**config.mk**
```make
export PLATFORM = sky130hd
export DESIGN_NAME = pipe_stage_skid_unit
export DESIGN_NICKNAME = d
export VERILOG_FILES = /design/src/rtl/core_pipe_pkg.sv /design/src/rtl/sat_counter.sv /design/src/rtl/pipe_stage_skid_unit.sv
export SDC_FILE = /design/constraint.sdc
export NUM_CORES = 1
export LEC_CHECK = 0
export ABC_AREA = 1
export CAP_MARGIN = 20
export CORE_MARGIN = 2
export CORE_UTILIZATION = 55
export DETAILED_ROUTE_END_ITERATION = 12
export PLACE_DENSITY_LB_ADDON = 0.05
export SLEW_MARGIN = 20
export SYNTH_ARGS = -nofsm -noshare
export SYNTH_HDL_FRONTEND = slang
export SYNTH_SLANG_ARGS = --single-unit
```
**constraint.sdc**
```tcl
create_clock -name clock -period 2.6 [get_ports clock]
set_input_delay 0.52 -clock clock [delete_from_list [all_inputs] [get_ports clock]]
set_output_delay 0.52 -clock clock [all_outputs]
set_load 0.01 [all_outputs]
```
**src/rtl/core_pipe_pkg.sv**
```systemverilog
// Shared definitions for the core pipeline-boundary registers: NOP encoding,
// skid-stage state encoding and per-stage payload field offsets.
package core_pipe_pkg;

    localparam logic [31:0] NOP_INSTR = 32'h0000_0013;

    typedef enum logic [1:0] {
        EMPTY = 2'd0,
        FULL  = 2'd1,
        SKID  = 2'd2
    } pipe_state_e;

    // fetch->decode bundle: {pc, instr}
    localparam int IF_ID_INSTR_LSB = 0;
    localparam int IF_ID_INSTR_W   = 32;
    localparam int IF_ID_PC_LSB    = IF_ID_INSTR_LSB + IF_ID_INSTR_W;
    localparam int IF_ID_PC_W      = 32;
    localparam int IF_ID_W         = IF_ID_PC_LSB + IF_ID_PC_W;

    // decode->execute bundle: {ctrl, imm, rs2, rs1, rd}
    localparam int ID_EX_RD_LSB    = 0;
    localparam int ID_EX_RD_W      = 5;
    localparam int ID_EX_RS1_LSB   = ID_EX_RD_LSB + ID_EX_RD_W;
    localparam int ID_EX_RS1_W     = 5;
    localparam int ID_EX_RS2_LSB   = ID_EX_RS1_LSB + ID_EX_RS1_W;
    localparam int ID_EX_RS2_W     = 5;
    localparam int ID_EX_IMM_LSB   = ID_EX_RS2_LSB + ID_EX_RS2_W;
    localparam int ID_EX_IMM_W     = 32;
    localparam int ID_EX_CTRL_LSB  = ID_EX_IMM_LSB + ID_EX_IMM_W;
    localparam int ID_EX_CTRL_W    = 16;
    localparam int ID_EX_W         = ID_EX_CTRL_LSB + ID_EX_CTRL_W;

endpackage

```
**src/rtl/sat_counter.sv**
```systemverilog
// Saturating up-counter with synchronous reset and a clear that beats increment.
module sat_counter #(
    parameter int COUNT_WIDTH = 16
) (
    input  logic                   clock,
    input  logic                   reset,
    input  logic                   clear,
    input  logic                   inc,
    output logic [COUNT_WIDTH-1:0] count
);

    logic [COUNT_WIDTH-1:0] r_count;

    always_ff @(posedge clock) begin
        if (reset || clear) begin
            r_count <= '0;
        end else if (inc && (r_count != {COUNT_WIDTH{1'b1}})) begin
            r_count <= r_count + 1'b1;
        end
    end

    assign count = r_count;

endmodule

```
**src/rtl/pipe_stage_skid_unit.sv**
```systemverilog
// Generic pipeline-boundary register: valid/ready handshake with a 2-entry skid
// buffer so ready_out is a flop, plus flush and stall/bubble counters.
module pipe_stage_skid_unit
    import core_pipe_pkg::*;
#(
    parameter int                       PAYLOAD_WIDTH = 32,
    parameter logic [PAYLOAD_WIDTH-1:0] NOP_PAYLOAD   = PAYLOAD_WIDTH'(NOP_INSTR),
    parameter int                       COUNT_WIDTH   = 16
) (
    input  logic                     clock,
    input  logic                     reset,
    input  logic                     valid_in,
    input  logic [PAYLOAD_WIDTH-1:0] payload_in,
    output logic                     ready_out,
    output logic                     valid_out,
    output logic [PAYLOAD_WIDTH-1:0] payload_out,
    input  logic                     ready_in,
    input  logic                     flush,
    input  logic                     clear_counters,
    output logic [COUNT_WIDTH-1:0]   stall_count,
    output logic [COUNT_WIDTH-1:0]   bubble_count
);

    pipe_state_e              r_state;
    pipe_state_e              w_state_nxt;
    logic                     r_ready;
    logic [PAYLOAD_WIDTH-1:0] r_main_d;
    logic [PAYLOAD_WIDTH-1:0] r_skid_d;
    logic [PAYLOAD_WIDTH-1:0] w_main_nxt;
    logic                     w_main_load;
    logic                     w_skid_load;
    logic                     w_main_v;
    logic                     w_accept;
    logic                     w_drain;

    assign w_main_v = (r_state != EMPTY);
    assign w_accept = valid_in & r_ready;
    assign w_drain  = w_main_v & ready_in;

    always_ff @(posedge clock) begin
        if (reset) begin
            r_state  <= EMPTY;
            r_ready  <= 1'b1;
            r_main_d <= NOP_PAYLOAD;
            r_skid_d <= NOP_PAYLOAD;
        end else begin
            r_state <= w_state_nxt;
            // ready is precomputed from the next state so no upstream path is combinational
            r_ready <= (w_state_nxt != SKID);
            if (w_main_load) r_main_d <= w_main_nxt;
            if (w_skid_load) r_skid_d <= payload_in;
        end
    end

    always_comb begin
        w_state_nxt = r_state;
        w_main_nxt  = payload_in;
        w_main_load = 1'b0;
        w_skid_load = 1'b0;
        case (r_state)
            EMPTY: begin
                if (w_accept) begin
                    w_state_nxt = FULL;
                    w_main_load = 1'b1;
                end
            end
            FULL: begin
                if (w_drain && w_accept) begin
                    w_main_load = 1'b1;
                end else if (w_drain) begin
                    w_state_nxt = EMPTY;
                end else if (w_accept) begin
                    w_state_nxt = SKID;
                    w_skid_load = 1'b1;
                end
            end
            SKID: begin
                if (w_drain) begin
                    w_state_nxt = FULL;
                    w_main_nxt  = r_skid_d;
                    w_main_load = 1'b1;
                end
            end
            default: begin
                w_state_nxt = EMPTY;
            end
        endcase
        if (flush) begin
            w_state_nxt = EMPTY;
            w_main_load = 1'b0;
            w_skid_load = 1'b0;
        end
    end

    assign ready_out   = r_ready;
    assign valid_out   = w_main_v;
    assign payload_out = w_main_v ? r_main_d : NOP_PAYLOAD;

    // counters sample pre-edge state and ignore flush
    sat_counter #(.COUNT_WIDTH(COUNT_WIDTH)) u_stall_cnt (
        .clock (clock),
        .reset (reset),
        .clear (clear_counters),
        .inc   (w_main_v & ~ready_in),
        .count (stall_count)
    );

    sat_counter #(.COUNT_WIDTH(COUNT_WIDTH)) u_bubble_cnt (
        .clock (clock),
        .reset (reset),
        .clear (clear_counters),
        .inc   (~w_main_v),
        .count (bubble_count)
    );

endmodule

```
==> flow_metrics.env <==
export IMPL_syn_inst=706
export IMPL_grt_pass1_wl_um=19680
export IMPL_routed_via_density=5.190
export IMPL_fin_skew_ns=0.01510
export IMPL_placed_area_sq_mm=0.005854
export IMPL_rsz0062_at_grt="no"
export IMPL_post_drt_wl_per_cell_um=12.63
export IMPL_min_path_type="reg -> reg"
export IMPL_ys_seq_area_share_pct=41.74
export IMPL_fin_crit_ns=2.514
export IMPL_clock_latency_ns=0.37
export IMPL_dr_pass1_iters=5
export IMPL_hold_buffers=0
export IMPL_synth_avg_cell_area_sq_um=6.726
export IMPL_setup_viol=0
export IMPL_maxCapViolCount=0
export IMPL_ios=104
export IMPL_die_area_sq_mm=0.009393
export IMPL_syn2layout_area_growth_pct=27.67
export IMPL_cts_sinks=99
export IMPL_nFillCells=690
export IMPL_dpl_hpwl_um=8161
export IMPL_port_buffers=103
export IMPL_drive_above_1_share_pct=5.590
export IMPL_cts_buffers=9
export IMPL_overflow=0
export IMPL_die_y_um=96.92
export IMPL_leakage_nw=2.307
export IMPL_cts_tree="yes"
export IMPL_final_common_cell="nand2_1"
export IMPL_maxSlewViolCount=0
export IMPL_first_global_vias=4291
export IMPL_yosysUniqueCellTypes=27
export IMPL_cp_data_required_time_ns=2.08
export IMPL_multi_input_area_sq_mm=0.002315
export IMPL_ys_flop_type="dfxtp_1"
export IMPL_postRouteAntennaNets=0
export IMPL_p_per_area_mw_per_mm2=482.6
export IMPL_rows=33
export IMPL_clock_root_buffer="clkbuf_8"
export IMPL_synth_warnings=0
export IMPL_grt_max_degree=64
export IMPL_netlist_area_sq_mm=0.004748
export IMPL_fmax_mhz=397.7
export IMPL_drt_iter0_markers=200
export IMPL_grt_use_total_pct=24.83
export IMPL_synth_seq_cells=99
export IMPL_path_max_fanout=12
export IMPL_relSlewSlack_pct=70.54
export IMPL_most_common_layout_cells="nand2_1 (156), nor2_1 (106), clkdlybuf4s50_1 (103)"
export IMPL_die_w_um=96.92
export IMPL_wirelength_um=11500
export IMPL_ir_drop_mv=0.3959
export IMPL_postCtsSetupBuffers=0
export IMPL_synth_edf_count=0
export IMPL_hold_viol_final=0
export IMPL_crit_type="reg -> out"
export IMPL_worstPathArrival_ns=1.99
export IMPL_route_detailed_drc=0
export IMPL_htree_levels=3
export IMPL_period_share_pct=96.70
export IMPL_start_util_pct=57.21
export IMPL_crit_path_start_kind="register"
export IMPL_cts_buffer_depth=2
export IMPL_cp_end_kind="output pin"
export IMPL_finalWeightedCongestion=0.8294
export IMPL_coreArea_sq_mm=0.008299
export IMPL_register_area_sq_mm=0.001982
export IMPL_synth_fp_nets=746
export IMPL_tightestPinTransition_ns=0.4419
export IMPL_status="completed"
export IMPL_fin_area_sq_mm=0.006062
export IMPL_nets=840
export IMPL_vias=4723
export IMPL_synth_async_reset_ratio_pct=0
export IMPL_tns_ns=0
export IMPL_antenna_found_initial=0
export IMPL_cts_clk_slew_worst_paths_ns=0.09
export IMPL_ctsResizeCount=0
export IMPL_n_antenna_cell=0
-- cells by family (layout without fill, tap and decap cells) --
kind of cell	count (synthesis)	after routing	share of synthesized area [%]
compound gates	155	155	16.47
xor+xnor	13	13	2.398
fa+ha+maj	2	2	0.5269
buf+inv	108	207	9.512
flops	99	99	41.74
simple gates	329	329	29.35
-- stage by stage --
step / setup WS (ns) / util [%] / hold slack (ns) / cells / total power, mW
after floorplan: 0.9788 / - / 0.4297 / 706 / 1.785
after global placement: 0.4568 / 70.54 / 0.4385 / 894 / 1.912
after detailed placement: 0.3884 / 70.54 / 0.4442 / 894 / 1.923
after CTS: 0.07936 / 73.04 / 0.4582 / 910 / 2.949
after global routing: 0.008588 / 73.04 / 0.4805 / 910 / 3.056
final: 0.08572 / 73.04 / 0.4592 / 910 / 2.926
-- sequential cells by signal (all words and copies together) (netlist names) --
name,cells
u_stall_cnt.count,16
u_bubble_cnt.count,16
ready_out,1
r_state,2
r_skid_d,32
r_main_d,32
-- worst max-delay path: stages (launching register included) --
cell	delay [ns]
dfxtp_1	0.53
nor2_4	0.13
buf_4	0.20
or2_2	0.28
clkdlybuf4s50_1	0.49
-- final timing paths --
| path | slack, ns | cells after the start | from | to |
|---|---|---|---|---|
| worst min register to register | 0.46 | 2 | r_main_d[2]$_SDFFE_PP0P_ | r_main_d[2]$_SDFFE_PP0P_ |
| worst max register to register | 0.83 | 8 | r_state[0]$_SDFF_PP0_ | r_main_d[29]$_SDFFE_PP0P_ |
| worst min-delay path | 0.46 | 2 | r_main_d[2]$_SDFFE_PP0P_ | r_main_d[2]$_SDFFE_PP0P_ |
| worst max-delay path | 0.09 | 4 | r_state[0]$_SDFF_PP0_ | payload_out[0] |
-- layer usage --
| metal | routed length [um] | track usage (%) | vias up |
|---|---|---|---|
| met5 | 0 | 0 | - |
| met3 | 690 | 5.780 | 13 |
| li1 | - | - | 2450 |
| met4 | 136 | 7.259 | 0 |
| met1 | 4974 | 30.23 | 2135 |
| met2 | 5693 | 43.64 | 125 |
-- Yosys cell counts (2+ instances only) --
cell type  number  area share (%)
xnor2_1         6             1.1
a21oi_1        72             7.6
inv_1          70             5.5
nand4_1        12             1.6
nand2_1       156              12
clkbuf_1       17             1.3
buf_6           2            0.47
buf_4           5            0.79
inv_2           4            0.32
o21ai_0        41             4.3
buf_2          10             1.1
nor2_1        106             8.4
dfxtp_1        99              42
or2_2           3            0.40
nor2_4          4            0.95
o21ai_1        40             4.2
ha_1            2            0.53
nor3b_1         2            0.32
nand3_1        41             4.3
xor2_1          7             1.3
-- power breakdown --
| group | switching, mW | internal (mW) |
|---|---|---|
| Clock | 0.551 | 0.485 |
| Combinational | 0.172 | 0.138 |
| Sequential | 0.0176 | 1.56 |
-- cell type report --
cell class              count  area share (%)
flip-flops and latches     99           32.69
clock buffers              11           2.332
inverters                  74           4.582
well taps                 105           2.167
repair buffers            117           18.95
multi-input cells         499           38.18
clock inverters             5           1.094
No activity file was read; power rests on OpenSTA's default activity.
